===== config.mk =====
export PLATFORM = sky130hd
export DESIGN_NAME = uart_receiver
export DESIGN_NICKNAME = d
export VERILOG_FILES = /design/src/rtl/uart_receiver.sv
export SDC_FILE = /design/constraint.sdc
export NUM_CORES = 1
export LEC_CHECK = 0
export BUFFER_PORTS_ARGS = -buffer_cell sky130_fd_sc_hd__buf_2
export CORE_ASPECT_RATIO = 0.9
export CORE_MARGIN = 3
export CORE_UTILIZATION = 60
export DETAILED_ROUTE_END_ITERATION = 7
export PLACE_DENSITY = 0.79
export SYNTH_ARGS = -nofsm -noshare
export SYNTH_HDL_FRONTEND = slang
export SYNTH_SLANG_ARGS = --single-unit

===== constraint.sdc =====
create_clock -name clk -period 7.4 [get_ports clk]
set_clock_uncertainty 0.2 [all_clocks]
set_input_delay 0.37 -clock clk [delete_from_list [all_inputs] [get_ports clk]]
set_output_delay 0.37 -clock clk [all_outputs]
set_load 0.01 [all_outputs]

===== src/rtl/uart_receiver.sv =====
`timescale 1ns/1ps
// uart_receiver
//   Receives 8E1 serial frames (start, 8 data bits LSB first, even parity,
//   stop) using 16x oversampling and 2-of-3 majority voting per bit.
//
// Ports
//   clk          in   system clock (50 MHz nominal)
//   reset        in   asynchronous, active-low reset
//   baud_select  in   rate select 0..7 (300 .. 115200 baud), latched per frame
//   Rx_EN        in   receiver enable; low aborts any frame in progress
//   RxD          in   serial line, asynchronous to clk, idle high
//   Rx_DATA      out  last received byte
//   Rx_VALID     out  one-clk pulse at frame completion
//   Rx_PERROR    out  parity error flag of the last frame
//   Rx_FERROR    out  framing error flag of the last frame
//   Rx_BUSY      out  high while a frame is in progress
module uart_receiver (
  input  logic       clk,
  input  logic       reset,
  input  logic [2:0] baud_select,
  input  logic       Rx_EN,
  input  logic       RxD,
  output logic [7:0] Rx_DATA,
  output logic       Rx_VALID,
  output logic       Rx_PERROR,
  output logic       Rx_FERROR,
  output logic       Rx_BUSY
);

  localparam int unsigned DIV_W  = 14;
  localparam int unsigned TICK_W = 4;
  localparam int unsigned BIT_W  = 3;
  localparam int unsigned DATA_W = 8;
  localparam int unsigned BAUD_W = 3;

  typedef enum logic [2:0] {
    S_IDLE   = 3'd0,
    S_START  = 3'd1,
    S_DATA   = 3'd2,
    S_PARITY = 3'd3,
    S_STOP   = 3'd4
  } state_t;

  state_t              r_state;
  state_t              w_state_next;

  logic                r_rxd_meta;
  logic                r_rxd_sync;
  logic                r_armed;
  logic [BAUD_W-1:0]   r_baud;
  logic [DIV_W-1:0]    r_div;
  logic [DIV_W-1:0]    w_div_max;
  logic [TICK_W-1:0]   r_tick_cnt;
  logic [BIT_W-1:0]    r_bit_cnt;
  logic                r_smp7;
  logic                r_smp8;
  logic [DATA_W-1:0]   r_shift;
  logic                r_par;

  logic                w_tick;
  logic                w_wrap;
  logic                w_vote_tick;
  logic                w_vote;
  logic                w_start;
  logic                w_done;

  // Two-flop synchronizer; resets to the idle line level
  always_ff @(posedge clk or negedge reset) begin
    if (!reset) begin
      r_rxd_meta <= 1'b1;
      r_rxd_sync <= 1'b1;
    end else begin
      r_rxd_meta <= RxD;
      r_rxd_sync <= r_rxd_meta;
    end
  end

  // Divider terminal count (divisor - 1) for the baud rate latched at start
  always_comb begin
    w_div_max = DIV_W'(26);
    case (r_baud)
      3'd0:    w_div_max = DIV_W'(10416);
      3'd1:    w_div_max = DIV_W'(2603);
      3'd2:    w_div_max = DIV_W'(650);
      3'd3:    w_div_max = DIV_W'(325);
      3'd4:    w_div_max = DIV_W'(162);
      3'd5:    w_div_max = DIV_W'(80);
      3'd6:    w_div_max = DIV_W'(53);
      default: w_div_max = DIV_W'(26);
    endcase
  end

  // Tick pulse N (N = 1..16 after the start edge) fires while the tick
  // counter still holds N-1, so ticks 7/8/9 are seen at counts 6/7/8.
  assign w_tick      = (r_state != S_IDLE) && (r_div == w_div_max);
  assign w_wrap      = w_tick && (r_tick_cnt == TICK_W'(15));
  assign w_vote_tick = w_tick && (r_tick_cnt == TICK_W'(8));

  // 2-of-3 majority over ticks 7, 8 and the live sample at tick 9
  assign w_vote = (r_smp7 & r_smp8) | (r_smp7 & r_rxd_sync) | (r_smp8 & r_rxd_sync);

  // FSM state register
  always_ff @(posedge clk or negedge reset) begin
    if (!reset) begin
      r_state <= S_IDLE;
    end else begin
      r_state <= w_state_next;
    end
  end

  // FSM next-state logic; Rx_EN low overrides everything
  always_comb begin
    w_state_next = r_state;
    w_start      = 1'b0;
    w_done       = 1'b0;
    if (!Rx_EN) begin
      w_state_next = S_IDLE;
    end else begin
      case (r_state)
        S_IDLE: begin
          if (r_armed && !r_rxd_sync) begin
            w_start      = 1'b1;
            w_state_next = S_START;
          end
        end
        S_START: begin
          if (w_vote_tick && w_vote) begin
            w_state_next = S_IDLE;
          end else if (w_wrap) begin
            w_state_next = S_DATA;
          end
        end
        S_DATA: begin
          if (w_wrap && (r_bit_cnt == BIT_W'(7))) begin
            w_state_next = S_PARITY;
          end
        end
        S_PARITY: begin
          if (w_wrap) begin
            w_state_next = S_STOP;
          end
        end
        S_STOP: begin
          if (w_vote_tick) begin
            w_done       = 1'b1;
            w_state_next = S_IDLE;
          end
        end
        default: w_state_next = S_IDLE;
      endcase
    end
  end

  // Armed means the line was high on the previous clk while idle and enabled,
  // so a low now is a genuine 1->0 edge; a line stuck low never re-arms.
  always_ff @(posedge clk or negedge reset) begin
    if (!reset) begin
      r_armed <= 1'b0;
    end else if ((r_state == S_IDLE) && (w_state_next == S_IDLE) && Rx_EN) begin
      r_armed <= r_rxd_sync;
    end else begin
      r_armed <= 1'b0;
    end
  end

  // Divider, tick and bit counters; cleared at the start edge and while idle
  always_ff @(posedge clk or negedge reset) begin
    if (!reset) begin
      r_baud     <= '0;
      r_div      <= '0;
      r_tick_cnt <= '0;
      r_bit_cnt  <= '0;
    end else if (w_start) begin
      r_baud     <= baud_select;
      r_div      <= '0;
      r_tick_cnt <= '0;
      r_bit_cnt  <= '0;
    end else if ((r_state == S_IDLE) || (w_state_next == S_IDLE)) begin
      r_div      <= '0;
      r_tick_cnt <= '0;
      r_bit_cnt  <= '0;
    end else if (w_tick) begin
      r_div      <= '0;
      r_tick_cnt <= r_tick_cnt + TICK_W'(1);
      if (w_wrap && (r_state == S_DATA)) begin
        r_bit_cnt <= r_bit_cnt + BIT_W'(1);
      end
    end else begin
      r_div <= r_div + DIV_W'(1);
    end
  end

  // Bit sampling, data shift register and parity capture
  always_ff @(posedge clk or negedge reset) begin
    if (!reset) begin
      r_smp7  <= 1'b1;
      r_smp8  <= 1'b1;
      r_shift <= '0;
      r_par   <= 1'b0;
    end else begin
      if (w_tick && (r_tick_cnt == TICK_W'(6))) begin
        r_smp7 <= r_rxd_sync;
      end
      if (w_tick && (r_tick_cnt == TICK_W'(7))) begin
        r_smp8 <= r_rxd_sync;
      end
      if (w_vote_tick && (r_state == S_DATA)) begin
        r_shift <= {w_vote, r_shift[DATA_W-1:1]};
      end
      if (w_vote_tick && (r_state == S_PARITY)) begin
        r_par <= w_vote;
      end
    end
  end

  // Registered outputs; data and flags only move on a completed frame
  always_ff @(posedge clk or negedge reset) begin
    if (!reset) begin
      Rx_DATA   <= '0;
      Rx_VALID  <= 1'b0;
      Rx_PERROR <= 1'b0;
      Rx_FERROR <= 1'b0;
      Rx_BUSY   <= 1'b0;
    end else begin
      Rx_VALID <= w_done;
      Rx_BUSY  <= (w_state_next != S_IDLE);
      if (w_done) begin
        Rx_DATA   <= r_shift;
        Rx_PERROR <= (^r_shift) ^ r_par;
        Rx_FERROR <= ~w_vote;
      end
    end
  end

endmodule


==> out/metrics.yaml <==
status:
  outcome: "finished, final reports clean"
sta:
  fin_crit_ns: 3.91
  setup_tns_ns: 0
  setup_ws_ns: 3.49
  hold_viol_final: 0
  slew_viol_final: 0
  finalCritPeriodShare: 0.528
  finalSetupViolCount: 0
  tightest_slew_ns: 1.28
  relSlewSlack: 0.149
  fmax_mhz: 256
  rsz0062_at_grt: "false"
worst_setup_path:
  critPathCaptureType: "register"
  rr_startpoint: "r_baud[0]$_DFFE_PN0P_"
  reg2reg_depth: 8
  cp.arrival_ns: 3.85
  startpoint_type: "register"
  path_class: "register to register"
  critical_path_peak_fanout: 22
  cp.required_ns: 7.34
  r2r_slack_ns: 3.49
  rr_endpoint: "r_div[12]$_DFF_PN0_"
layout:
  area_growth_pct: 6.93
  drive_above_1_share: 0.224
  design_area_um2: 3110
  num-fill-cells: 335
  nets: 289
  antenna_cells: 0
global_routing:
  top_usage_layer: "met2"
  grt_pass1_vias: 1841
  track_usage: 0.204
  overflow: 0
  grt_util_met2: 0.304
  antenna_found_initial: 0
  grt_max_degree: 54
  grtUsageMet1: 0.303
  grt_pass1_wl_mm: 9.05
  gr-usage-met3: 0.0471
synth:
  yosysSeqAreaShare: 0.458
  ys_seq_elements: 53
  netlist_area_um2: 2910
  yosys_most_used_dff: "dfrtp_1"
  synth_cells: 263
  yosys.area.top_type: "dfrtp_1"
  yosysWarnings: 0
  syn_nets: 276
  synth_top_area_share: 0.422
  synthArstFlopShare: 1.00
  avgSynthCellArea_um2: 11.1
  synth_edf_count: 0
  synth.distinct_cells: 54
  ys_top_cells_by_count: "dfrtp_1, xnor2_1, xor2_1, mux2_2, nor3_1"
  synthTopCellsByArea: "dfrtp_1, mux2_2, xnor2_1"
  yosysMostFrequentCell: "dfrtp_1"
power_and_ir_drop:
  power.density_nw_per_um2: 189
  intPower_uw: 411
  power_uw: 587
  combPwrFrac: 0.169
  power_switching_uw: 177
  clockPowerShare: 0.280
  ir_worst_vdd_mv: 0.114
  p_leak_uw: 0.00142
  p_sw_frac: 0.301
  power_frac_seq: 0.550
detailed_routing:
  via_count: 1993
  routed_wirelength_mm: 5.32
  drt-initial-drc-count: 95
  drc: 0
  ant_nets: 0
  wl_per_cell_um: 15.7
  via_per_inst: 5.88
  drtPass1Iterations: 4
placement:
  pre_cts_slack_ns: 3.52
  place_congestion: 0.841
  placed_cell_area_um2: 3000
  io_buffer_count: 18
  hpwl_mm: 3.56
cts:
  clk_pin_slew_ns: 0.10
  cts_root_buf: "clkbuf_8"
  clock_path_buffers: 2
  cts_setup_buffers: 0
  clk_latency_ns: 0.30
  htree_num_levels: 2
  cts_sinks: 53
  cts_buffers: 5
  cts_tree: "yes"
floorplan:
  io_pins: 19
  initial_core_util: 0.635
  rows: 23
  core_um2: 4580
  dieArea_um2: 5720
  die_width_um: 79.4
  die_h_um: 72.0
hold_path:
  worstHoldStart: "baud_select[2]"
  min_to: "r_baud[2]$_DFFE_PN0P_"
  min_path_cells: 2
  hp-class: "primary input to register"
job:
  drv_cap: 0
==> worst max-delay path, stage by stage (launching register included) <==
cell	delay, ns
dfrtp_1	0.62
inv_1	0.15
o41ai_2	0.35
o22ai_1	0.09
or3_1	0.45
or4_1	0.51
o211a_2	0.17
a2111oi_4	1.07
nor3_1	0.13
==> power by group through the flow <==
stage / Clock, uW / Combinational, uW / Sequential (uW)
final: 165 / 99.5 / 323
after global routing: 182 / 111 / 327
after CTS: 169 / 99.4 / 323
after detailed placement: 0 / 98.1 / 328
after global placement: 0 / 96.1 / 328
after floorplan: 0 / 97.3 / 310
==> how the worst max path moves through the flow <==
stage                          start                   endpoint  slack, ns  cells past startpoint
4_1_cts        r_baud[0]$_DFFE_PN0P_  r_tick_cnt[2]$_DFFE_PN0P_       3.53                      8
3_5_place_dp   r_baud[0]$_DFFE_PN0P_  r_tick_cnt[2]$_DFFE_PN0P_       3.52                      8
5_1_grt        r_baud[0]$_DFFE_PN0P_   r_bit_cnt[0]$_DFFE_PN0P_       3.29                      8
6_report       r_baud[0]$_DFFE_PN0P_        r_div[12]$_DFF_PN0_       3.49                      8
2_1_floorplan  r_baud[1]$_DFFE_PN0P_     Rx_DATA[3]$_DFFE_PN0P_       4.39                     11
3_3_place_gp   r_baud[0]$_DFFE_PN0P_   r_bit_cnt[1]$_DFFE_PN0P_       3.62                      8
==> layer usage <==
metal,vias up,wire length (um)
met4,0,27
li1,961,-
met5,-,0
met2,44,2420
met1,986,2620
met3,2,254
==> repair_timing <==
| action | CTS | global route |
|---|---|---|
| hold buffers | 2 | 0 |
| endpoints found under the setup margin | 0 | 0 |
| endpoints found under the hold margin | 49 | 0 |
| resized for setup | 0 | 0 |
==> cell usage in the layout (no fill, tap or decap), types with 2 or more instances in the layout <==
cell type and n:
mux2i_1 7, clkbuf_8 5, a21oi_1 6, mux2_4 5
nand2_1 10, or3_1 3, nor4_1 12, dfstp_2 4
or4_1 2, and3_1 5, dfrtp_1 49, nand3b_1 2
buf_4 3, nand3_1 10, nor3_1 12, dlygate4sd3_1 2
nor3_2 2, nor2_1 9, buf_2 18, inv_1 9
xor2_1 15, nand4b_1 2, xnor2_1 17, mux2_2 14
nor2b_1 3, o21ai_0 4, nor4bb_1 2, mux2_1 3
o31ai_1 3, and2_1 4, nand4_1 3, ha_1 6
nand2b_1 2
==> state kept, by name, indices dropped and copies added, names as in the netlist, 3 cells and up <==
signal      count
r_bit_cnt       3
r_shift         8
r_baud          3
r_div          14
r_tick_cnt      4
r_state         3
Rx_DATA         8
==> cells by family after synthesis <==
logic type | count (synthesis) | share of synthesized area
simple gates | 89 | 0.180
flops | 53 | 0.458
fa+ha+maj | 7 | 0.0293
mux | 29 | 0.116
xor+xnor | 32 | 0.0964
compound gates | 26 | 0.0719
buf+inv | 27 | 0.0486
==> final cells by class <==
| type | count | area (um^2) | share of cell area |
|---|---|---|---|
| clock buffers | 5 | 68.8 | 0.0221 |
| clock inverters | 3 | 21.3 | 0.00684 |
| inverters | 10 | 37.5 | 0.0121 |
| multi-input cells | 183 | 1440 | 0.463 |
| flip-flops and latches | 53 | 1330 | 0.428 |
| well taps | 62 | 77.6 | 0.0250 |
| repair buffers | 23 | 133 | 0.0427 |
==> through the flow <==
| step | util | hold slack [ns] | cells |
|---|---|---|---|
| after floorplan | - | -0.126 | 263 |
| after global placement | 0.655 | 0.147 | 329 |
| after detailed placement | 0.655 | 0.147 | 329 |
| after CTS | 0.679 | 0.0876 | 339 |
| after global routing | 0.679 | 0.0897 | 339 |
| final | 0.679 | 0.0995 | 339 |
No activity file was read; power rests on OpenSTA's default activity.
